### src/rtl/sdram_arb_pkg.sv
// Shared constants and types for the SDRAM slot arbiter.
package sdram_arb_pkg;

  localparam int NPORT             = 3;
  localparam int PORT_LOADER       = 0;
  localparam int PORT_P1           = 1;
  localparam int PORT_P2           = 2;
  localparam int SLOT_LEN_DEF      = 16;
  localparam int CAPTURE_PHASE_DEF = 12;

  // Byte address as {bank[1:0], addr[22:0]}
  typedef logic [24:0] addr_t;

endpackage

### src/rtl/sdram_arb_prio.sv
// Three-way priority encoder: the loader always wins, and ports 1/2 alternate via rr.
module sdram_arb_prio
  import sdram_arb_pkg::*;
(
  input  logic [NPORT-1:0] pend,
  input  logic             rr,    // 0: port 1 favoured, 1: port 2 favoured
  output logic [NPORT-1:0] gnt
);

  // One-hot winner among the pending ports
  always_comb begin
    gnt = '0;
    if (pend[PORT_LOADER])
      gnt[PORT_LOADER] = 1'b1;
    else if (pend[PORT_P1] && pend[PORT_P2])
      gnt[rr ? PORT_P2 : PORT_P1] = 1'b1;
    else if (pend[PORT_P1])
      gnt[PORT_P1] = 1'b1;
    else if (pend[PORT_P2])
      gnt[PORT_P2] = 1'b1;
  end

endmodule

### src/rtl/sdram_arb.sv
// Slot-based SDRAM arbiter: one access per SLOT_LEN-clock slot, granted at the
// last phase. A slot with no grant leaves oe/we low so the controller refreshes.
module sdram_arb
  import sdram_arb_pkg::*;
#(
  parameter int SLOT_LEN      = SLOT_LEN_DEF,
  parameter int CAPTURE_PHASE = CAPTURE_PHASE_DEF
) (
  input  logic             clk,
  input  logic             reset,
  input  logic             init,
  input  logic [NPORT-1:0] req,
  input  logic [NPORT-1:0] we,
  input  logic [24:0]      addr0,
  input  logic [24:0]      addr1,
  input  logic [24:0]      addr2,
  input  logic [7:0]       din0,
  input  logic [7:0]       din1,
  input  logic [7:0]       din2,
  output logic [NPORT-1:0] ack,
  output logic [NPORT-1:0] busy,
  output logic [7:0]       rdata,
  output logic             mem_clkref,
  output logic [1:0]       mem_bank,
  output logic [22:0]      mem_addr,
  output logic [7:0]       mem_din,
  output logic             mem_oe,
  output logic             mem_we,
  input  logic [7:0]       mem_dout
);

  localparam logic [3:0] LAST = 4'(SLOT_LEN - 1);
  localparam logic [3:0] CAP  = 4'(CAPTURE_PHASE);
  localparam logic [3:0] HALF = 4'(SLOT_LEN / 2);

  logic [3:0]       phase, phase_nxt;
  logic [NPORT-1:0] pending, inflight, accept, gnt;
  logic             rr, cur_we, grant_now;
  addr_t            addr_in [NPORT];
  logic [7:0]       din_in  [NPORT];
  addr_t            hold_addr [NPORT];
  logic [7:0]       hold_din  [NPORT];
  logic [NPORT-1:0] hold_we;

  assign addr_in[0] = addr0;
  assign addr_in[1] = addr1;
  assign addr_in[2] = addr2;
  assign din_in[0]  = din0;
  assign din_in[1]  = din1;
  assign din_in[2]  = din2;

  assign phase_nxt = (phase == LAST) ? 4'd0 : phase + 4'd1;
  assign busy      = pending | inflight;
  // Strobes from a busy port are dropped; inflight is already clear in the ack cycle
  assign accept    = req & ~busy;
  assign grant_now = (phase == LAST) && !init && (|pending);

  sdram_arb_prio u_prio (
    .pend (pending),
    .rr   (rr),
    .gnt  (gnt)
  );

  // Slot phase counter and the controller reference clock (high for the first half-slot)
  always_ff @(posedge clk or posedge reset) begin
    if (reset) begin
      phase      <= 4'd0;
      mem_clkref <= 1'b0;
    end else begin
      phase      <= phase_nxt;
      mem_clkref <= (phase_nxt < HALF);
    end
  end

  // Latch request parameters so requesters only need to present them with the strobe
  always_ff @(posedge clk or posedge reset) begin
    if (reset) begin
      hold_we <= '0;
      for (int i = 0; i < NPORT; i++) begin
        hold_addr[i] <= '0;
        hold_din[i]  <= '0;
      end
    end else begin
      for (int i = 0; i < NPORT; i++) begin
        if (accept[i]) begin
          hold_addr[i] <= addr_in[i];
          hold_din[i]  <= din_in[i];
          hold_we[i]   <= we[i];
        end
      end
    end
  end

  // Pending flags: set by an accepted strobe, cleared when that port wins a slot
  always_ff @(posedge clk or posedge reset) begin
    if (reset) pending <= '0;
    else       pending <= (pending & ~(grant_now ? gnt : {NPORT{1'b0}})) | accept;
  end

  // Access sequencing: launch at slot start, capture/complete after CAPTURE_PHASE
  always_ff @(posedge clk or posedge reset) begin
    if (reset) begin
      mem_bank <= '0;
      mem_addr <= '0;
      mem_din  <= '0;
      mem_oe   <= 1'b0;
      mem_we   <= 1'b0;
      cur_we   <= 1'b0;
      inflight <= '0;
      ack      <= '0;
      rr       <= 1'b0;
      rdata    <= 8'hFF;
    end else begin
      ack <= '0;
      if (grant_now) begin
        for (int i = 0; i < NPORT; i++) begin
          if (gnt[i]) begin
            mem_bank <= hold_addr[i][24:23];
            mem_addr <= hold_addr[i][22:0];
            mem_din  <= hold_din[i];
            mem_oe   <= !hold_we[i];
            mem_we   <= hold_we[i];
            cur_we   <= hold_we[i];
          end
        end
        inflight <= gnt;
        if (gnt[PORT_P1]) rr <= 1'b1;
        if (gnt[PORT_P2]) rr <= 1'b0;
      end else if (phase == CAP && (|inflight)) begin
        mem_oe   <= 1'b0;
        mem_we   <= 1'b0;
        ack      <= inflight;
        inflight <= '0;
        if (!cur_we) rdata <= mem_dout;
      end
    end
  end

endmodule

### config.mk
export PLATFORM = sky130hd
export DESIGN_NAME = sdram_arb
export DESIGN_NICKNAME = d
export VERILOG_FILES = /design/src/rtl/sdram_arb_pkg.sv /design/src/rtl/sdram_arb_prio.sv /design/src/rtl/sdram_arb.sv
export SDC_FILE = /design/constraint.sdc
export NUM_CORES = 1
export LEC_CHECK = 0
export CAP_MARGIN = 5
export CELL_PAD_IN_SITES_DETAIL_PLACEMENT = 1
export CELL_PAD_IN_SITES_GLOBAL_PLACEMENT = 1
export CORE_UTILIZATION = 42
export CTS_CLUSTER_SIZE = 20
export DETAILED_ROUTE_END_ITERATION = 10
export PLACE_DENSITY = 0.94
export SYNTH_ARGS = -nofsm -noshare
export SYNTH_HDL_FRONTEND = slang
export SYNTH_SLANG_ARGS = --single-unit
### constraint.sdc
create_clock -name clk -period 9.9 [get_ports clk]
set_input_delay 1.485 -clock clk [delete_from_list [all_inputs] [get_ports clk]]
set_output_delay 1.485 -clock clk [all_outputs]
set_load 0.005 [all_outputs]
==> impl_metrics.py, run 1 <==
metrics = {
    "cts": {
        "cts_buffers": 17,
        "hold_buffers": 0,
        "cts_tree": "done",
        "clkSinkCount": 161,
        "cts_resized": 0,
        "cts_max_level": 4,
        "post_cts_buffers": 0,
        "cts_buffer_depth": 2,
        "cts_root_buf": "clkbuf_16",
        "clk_latency_ps": 420,
        "cts.clk_slew.worst_paths_ps": 60,
    },
    "detailed_routing": {
        "drtAntennaViolNets": 0,
        "drc": 0,
        "dr.pass1.iters": 4,
        "routed_via_density": 5.57,
        "routed_wl_um": 20000,
        "vias": 5097,
        "drt_iter0_drc": 275,
        "wire_per_inst_um": 21.9,
    },
    "hold_path": {
        "hold_path_class": "flip-flop to flip-flop",
        "hold_path_depth": 2,
    },
    "worst_setup_path": {
        "r2r_slack_ps": 7210,
        "path_buf_inv": 1,
        "arrival_ps": 2150,
        "path_delay_family": "flip-flops",
        "cp-start-kind": "flip-flop",
        "cp_max_fo": 22,
        "crit_slowest_cell": "dfrtp_1",
        "cp_cell_sequence": "or2_2 -> clkdlybuf4s50_1",
        "max_stage_delay_ps": 890,
        "end_kind": "primary output",
        "critPathKind": "flip-flop to primary output",
        "cp.required_ps": 8420,
        "r2r_cells": 3,
        "cp.depth": 2,
    },
    "yosys": {
        "synthCells": 536,
        "synth_edf_count": 0,
        "synth_flop_cell": "dfrtp_1",
        "ys_seq_elements": 161,
        "synth_compound_area_share_pct": 11.4,
        "synthSimpleGateAreaFrac_pct": 7.47,
        "synth_top_family_by_area": "multiplexers",
        "synth_fp_nets": 654,
        "yosysUniqueCellTypes": 38,
        "yosysSeqAreaShare_pct": 59.1,
        "synth_xor_area_share_pct": 0.128,
        "mappedNetlistArea_sq_um": 6840,
        "synth_adder_area_share_pct": 0.366,
        "synth_area_per_cell_sq_um": 12.8,
        "synthArstFlopShare_pct": 100,
        "yosysWarnings": 0,
        "muxShareOfSynthArea_pct": 18.1,
    },
    "grt": {
        "grt_overflow_total": 0,
        "grt_pass1_vias": 5727,
        "grt_pass1_wl_um": 31400,
        "antenna_found_initial": 0,
        "grt_max_degree": 106,
        "gr-usage-all-layers_pct": 25.3,
    },
    "placement": {
        "place_hpwl_um": 13000,
        "finalWeightedCongestion": 0.767,
        "numPortBuffers": 165,
        "place_inst": 883,
    },
    "timing": {
        "hold_viol_final": 0,
        "worstMarginPinSlew_ps": 1220,
        "fin_setup_tns_ps": 0,
        "finalCritPeriodShare_pct": 36.7,
        "slew_viol_final": 0,
        "holdWs_ps": 483,
        "setup_viol": 0,
        "max-slew-margin-rel_pct": 18.3,
        "clock.fmax_ghz": 0.275,
        "rsz0062_at_grt": "no",
        "fin_crit_ps": 3630,
        "finClkSkew_ps": 7.37,
    },
    "job": {
        "drv_cap": 0,
    },
    "status": {
        "status": "completed",
    },
    "die": {
        "die-height_um": 130,
        "rows": 46,
        "start_util_pct": 43.0,
        "ios": 166,
        "die_w_um": 130,
        "coreArea_sq_um": 15900,
        "die_area_sq_um": 16800,
    },
    "power_and_ir_drop": {
        "ir_worst_vdd_v": 0.000140,
        "power_density_nw_per_um2": 294,
        "p_total_uw": 2700,
        "p_leak_uw": 0.00384,
    },
    "layout": {
        "antenna_cells": 0,
        "finalNetCount": 804,
        "stdcell_count": 915,
        "mostFrequentLayoutCell": "clkdlybuf4s50_1",
        "syn2layout_area_growth_pct": 34.3,
        "layout_common_cells": "clkdlybuf4s50_1 (165), dfrtp_1 (153), mux2_2 (108), nand2_1 (36), nor2_1 (34)",
        "final_layout_size_suffix_gt1_share_pct": 23.9,
    },
}
## through the flow
| stage | utilization, % | worst slack [ps] | instance area [sq um] |
|---|---|---|---|
| 2_1_floorplan | - | 4080 | 6840 |
| 3_3_place_gp | 54.1 | 6430 | 8590 |
| 3_5_place_dp | 54.1 | 6340 | 8590 |
| 4_1_cts | 57.8 | 6250 | 9180 |
| 5_1_grt | 57.8 | 6180 | 9180 |
| 6_report | 57.8 | 6270 | 9180 |
## kinds of logic after synthesis
group | after synthesis
flops | 161
compound gates | 114
mux | 110
simple gates | 103
buf+inv | 45
fa+ha+maj | 2
xor+xnor | 1
## where the power goes
part | internal [uW] | switching (uW)
sequential | 963 | 234
combinational | 496 | 341
clock | 401 | 260
total | 1860 | 835
## sequential cells by signal (all words and copies together) (netlist names), 3 cells and up
| register | flops |
|---|---|
| inflight | 3 |
| ack | 3 |
| rdata | 8 |
| pending | 3 |
| mem_addr | 23 |
| hold_addr | 75 |
| hold_we | 3 |
| mem_din | 8 |
| hold_din | 24 |
| phase | 4 |
## cell type report
class / instances / area (sq um)
inverter: 9 / 38.8
sequential: 161 / 4040
multi-input combinational: 330 / 2580
clock buffer: 21 / 450
timing repair buffer: 167 / 1670
tap: 216 / 270
clock inverter: 11 / 138
fill: 1633 / 6710
## worst min-delay path, delay by kind of cell, from the launching register on
family / cells / cell delay [ps]
AO/OA/AOI/OAI: 1 / 60
flip-flops: 1 / 340
AND/OR/NAND/NOR: 1 / 50
## worst paths after layout
path / end / from
setup / recovery: busy[1] / pending[1]$_DFF_PP0_
hold / removal: mem_din[6]$_DFFE_PP0P_ / mem_din[6]$_DFFE_PP0P_
setup reg to reg: hold_addr[20]$_DFFE_PP0P_ / pending[2]$_DFF_PP0_
hold reg to reg: mem_din[6]$_DFFE_PP0P_ / mem_din[6]$_DFFE_PP0P_
max in group asynchronous: hold_din[22]$_DFFE_PP0P_ / reset
min in group asynchronous: pending[2]$_DFF_PP0_ / reset
## routing by layer
metal  wire length, um  track usage (%)  vias up
met5                 0                0        -
met4               461             9.71        0
met3               994             5.33       40
met2             10400             44.8      180
met1              8160             30.3     2648
li1                  -                -     2229
## synthesized netlist by cell type, types with 3 or more instances
library cell,number,area (sq um)
dfrtp_1,153,3830
mux2_2,108,1220
nand2_1,36,135
nor2_1,35,131
o31ai_1,33,248
o22ai_1,32,200
a21oi_1,15,75.1
a2bb2oi_1,15,131
buf_2,13,65.1
clkbuf_1,13,48.8
inv_1,9,33.8
o21ai_0,9,45.0
dfstp_2,8,210
buf_4,7,52.6
nand3_1,7,35.0
or2_2,5,31.3
a21o_1,4,30.0
and3_2,4,30.0
buf_6,3,33.8
nand2b_1,3,18.8
Power figures use the tool's default switching activity.
==> inputs of run 2 (changes only) <==
- CORE_UTILIZATION: 42 -> 39
- PLACE_DENSITY: 0.94 -> 0.89
- clock period: 9.9 -> 3.4 ns (I/O delays scaled with it)
==> run 2 against run 1 <==
Compared with the run above:
- sequential share of layout area decreased by 0.69 points
- utilization decreased by 3.7 points
- worst setup slack got worse by 5500 ps
- die area increased by 7.6%
- flip-flop and latch count unchanged
- highest routed layer unchanged
==> impl_metrics.py, run 2 (synthesis results as in run 1) <==
metrics = {
    "worst_setup_path": {
        "end_kind": "primary output",
        "cp_max_fo": 22,
        "r2r_cells": 4,
        "cp-start-kind": "flip-flop",
        "max_stage_delay_ps": 930,
        "cp_cell_sequence": "or2_2 -> clkdlybuf4s50_1",
        "path_buf_inv": 1,
        "path_delay_family": "flip-flops",
        "critPathKind": "flip-flop to primary output",
        "cp.required_ps": 2890,
        "crit_slowest_cell": "dfrtp_1",
        "r2r_slack_ps": 830,
        "cp.depth": 2,
        "arrival_ps": 2160,
    },
    "cts": {
        "cts_root_buf": "clkbuf_16",
        "cts_buffer_depth": 2,
        "clkSinkCount": 161,
        "clk_latency_ps": 430,
        "hold_buffers": 0,
        "cts_resized": 0,
        "cts_max_level": 4,
        "cts_buffers": 17,
        "post_cts_buffers": 0,
        "cts.clk_slew.worst_paths_ps": 70,
        "cts_tree": "done",
    },
    "detailed_routing": {
        "drc": 0,
        "dr.pass1.iters": 4,
        "drtAntennaViolNets": 0,
        "routed_via_density": 5.33,
        "vias": 4959,
        "wire_per_inst_um": 21.3,
        "routed_wl_um": 19800,
        "drt_iter0_drc": 255,
    },
    "timing": {
        "setup_viol": 0,
        "fin_setup_tns_ps": 0,
        "setup_ws_ps": 727,
        "worstMarginPinSlew_ps": 1010,
        "rsz0062_at_grt": "no",
        "finClkSkew_ps": 10.2,
        "finalCritPeriodShare_pct": 78.6,
        "slew_viol_final": 0,
        "clock.fmax_ghz": 0.374,
        "fin_crit_ps": 2670,
        "max-slew-margin-rel_pct": 32.5,
        "hold_viol_final": 0,
    },
    "layout": {
        "final_util_pct": 54.1,
        "multi_input_area_sq_um": 2580,
        "layout_common_cells": "clkdlybuf4s50_1 (165), dfrtp_1 (153), mux2_2 (108), nand2_1 (36), nor2_1 (34)",
        "finalNetCount": 811,
        "regMostFlops": "hold_addr",
        "syn2layout_area_growth_pct": 36.4,
        "antenna_cells": 0,
        "top_regs": "hold_addr (75), hold_din (24), mem_addr (23)",
        "final-seq-area_sq_um": 4040,
        "mostFrequentLayoutCell": "clkdlybuf4s50_1",
        "largest_reg_flops": 75,
        "final_layout_size_suffix_gt1_share_pct": 25.1,
        "fill_cells": 1732,
        "final_area_sq_um": 9330,
    },
    "die": {
        "die-height_um": 134,
        "die_w_um": 134,
        "ios": 166,
        "start_util_pct": 39.7,
        "coreArea_sq_um": 17200,
        "die_area_sq_um": 18100,
        "rows": 48,
    },
    "status": {
        "status": "completed",
    },
    "placement": {
        "place_hpwl_um": 13200,
        "numPortBuffers": 165,
        "dpl_worst_slack_ps": 888,
        "place_area_sq_um": 8690,
        "finalWeightedCongestion": 0.774,
    },
    "grt": {
        "grt_max_degree": 80,
        "antenna_found_initial": 0,
        "grt_pass1_vias": 5571,
        "grt_overflow_total": 0,
        "gr-usage-all-layers_pct": 23.2,
        "grt_pass1_wl_um": 31300,
    },
    "hold_path": {
        "hold_path_depth": 2,
        "hold_path_class": "flip-flop to flip-flop",
    },
    "power_and_ir_drop": {
        "p_leak_uw": 0.00390,
        "ir_worst_vdd_v": 0.000377,
        "power_density_nw_per_um2": 860,
    },
    "job": {
        "drv_cap": 0,
    },
}
## run 2: area by class of cell
type	count	area share, %
clock buffers	17	4.56
clock inverters	15	2.24
inverters	9	0.402
multi-input cells	330	27.6
flip-flops and latches	161	43.3
well taps	225	3.02
repair buffers	174	18.8
## run 2: worst register-to-register path, delay by kind of cell (launching register included)
kind,cells,cell delay [ps]
compound gates,2,560
flops,1,860
simple gates,2,1050
## run 2: power by group
group / switching (uW) / total [uW] / leakage, uW / internal, uW
clock: 828 / 2060 / 0.000300 / 1240
sequential: 629 / 3430 / 0.00190 / 2800
combinational: 1060 / 2520 / 0.00170 / 1460
## run 2: routing by layer
metal  routed length (um)  part of all wire, %  GRT usage (%)
met1                 8130                   41           28.2
met2                10300                   52           40.4
met3                  898                  4.5           4.31
met4                  484                  2.4           9.55
met5                    0                    0              0
## run 2: per-stage QoR
stage | total power, uW | hold slack (ps) | std cells
2_1_floorplan | 4750 | 458 | 536
3_3_place_gp | 5710 | 464 | 899
3_5_place_dp | 5950 | 470 | 899
4_1_cts | 8090 | 486 | 931
5_1_grt | 8450 | 521 | 931
6_report | 8020 | 480 | 931
## run 2: path summary, 6_finish.rpt
path | endpoint | startpoint
worst max-delay path | busy[0] | pending[0]$_DFF_PP0_
worst min-delay path | mem_bank[1]$_DFFE_PP0P_ | mem_bank[1]$_DFFE_PP0P_
worst max register to register | mem_din[4]$_DFFE_PP0P_ | pending[2]$_DFF_PP0_
worst min register to register | mem_bank[1]$_DFFE_PP0P_ | mem_bank[1]$_DFFE_PP0P_
max in group asynchronous | mem_addr[14]$_DFFE_PP0P_ | reset
min in group asynchronous | phase[0]$_DFF_PP0_ | reset
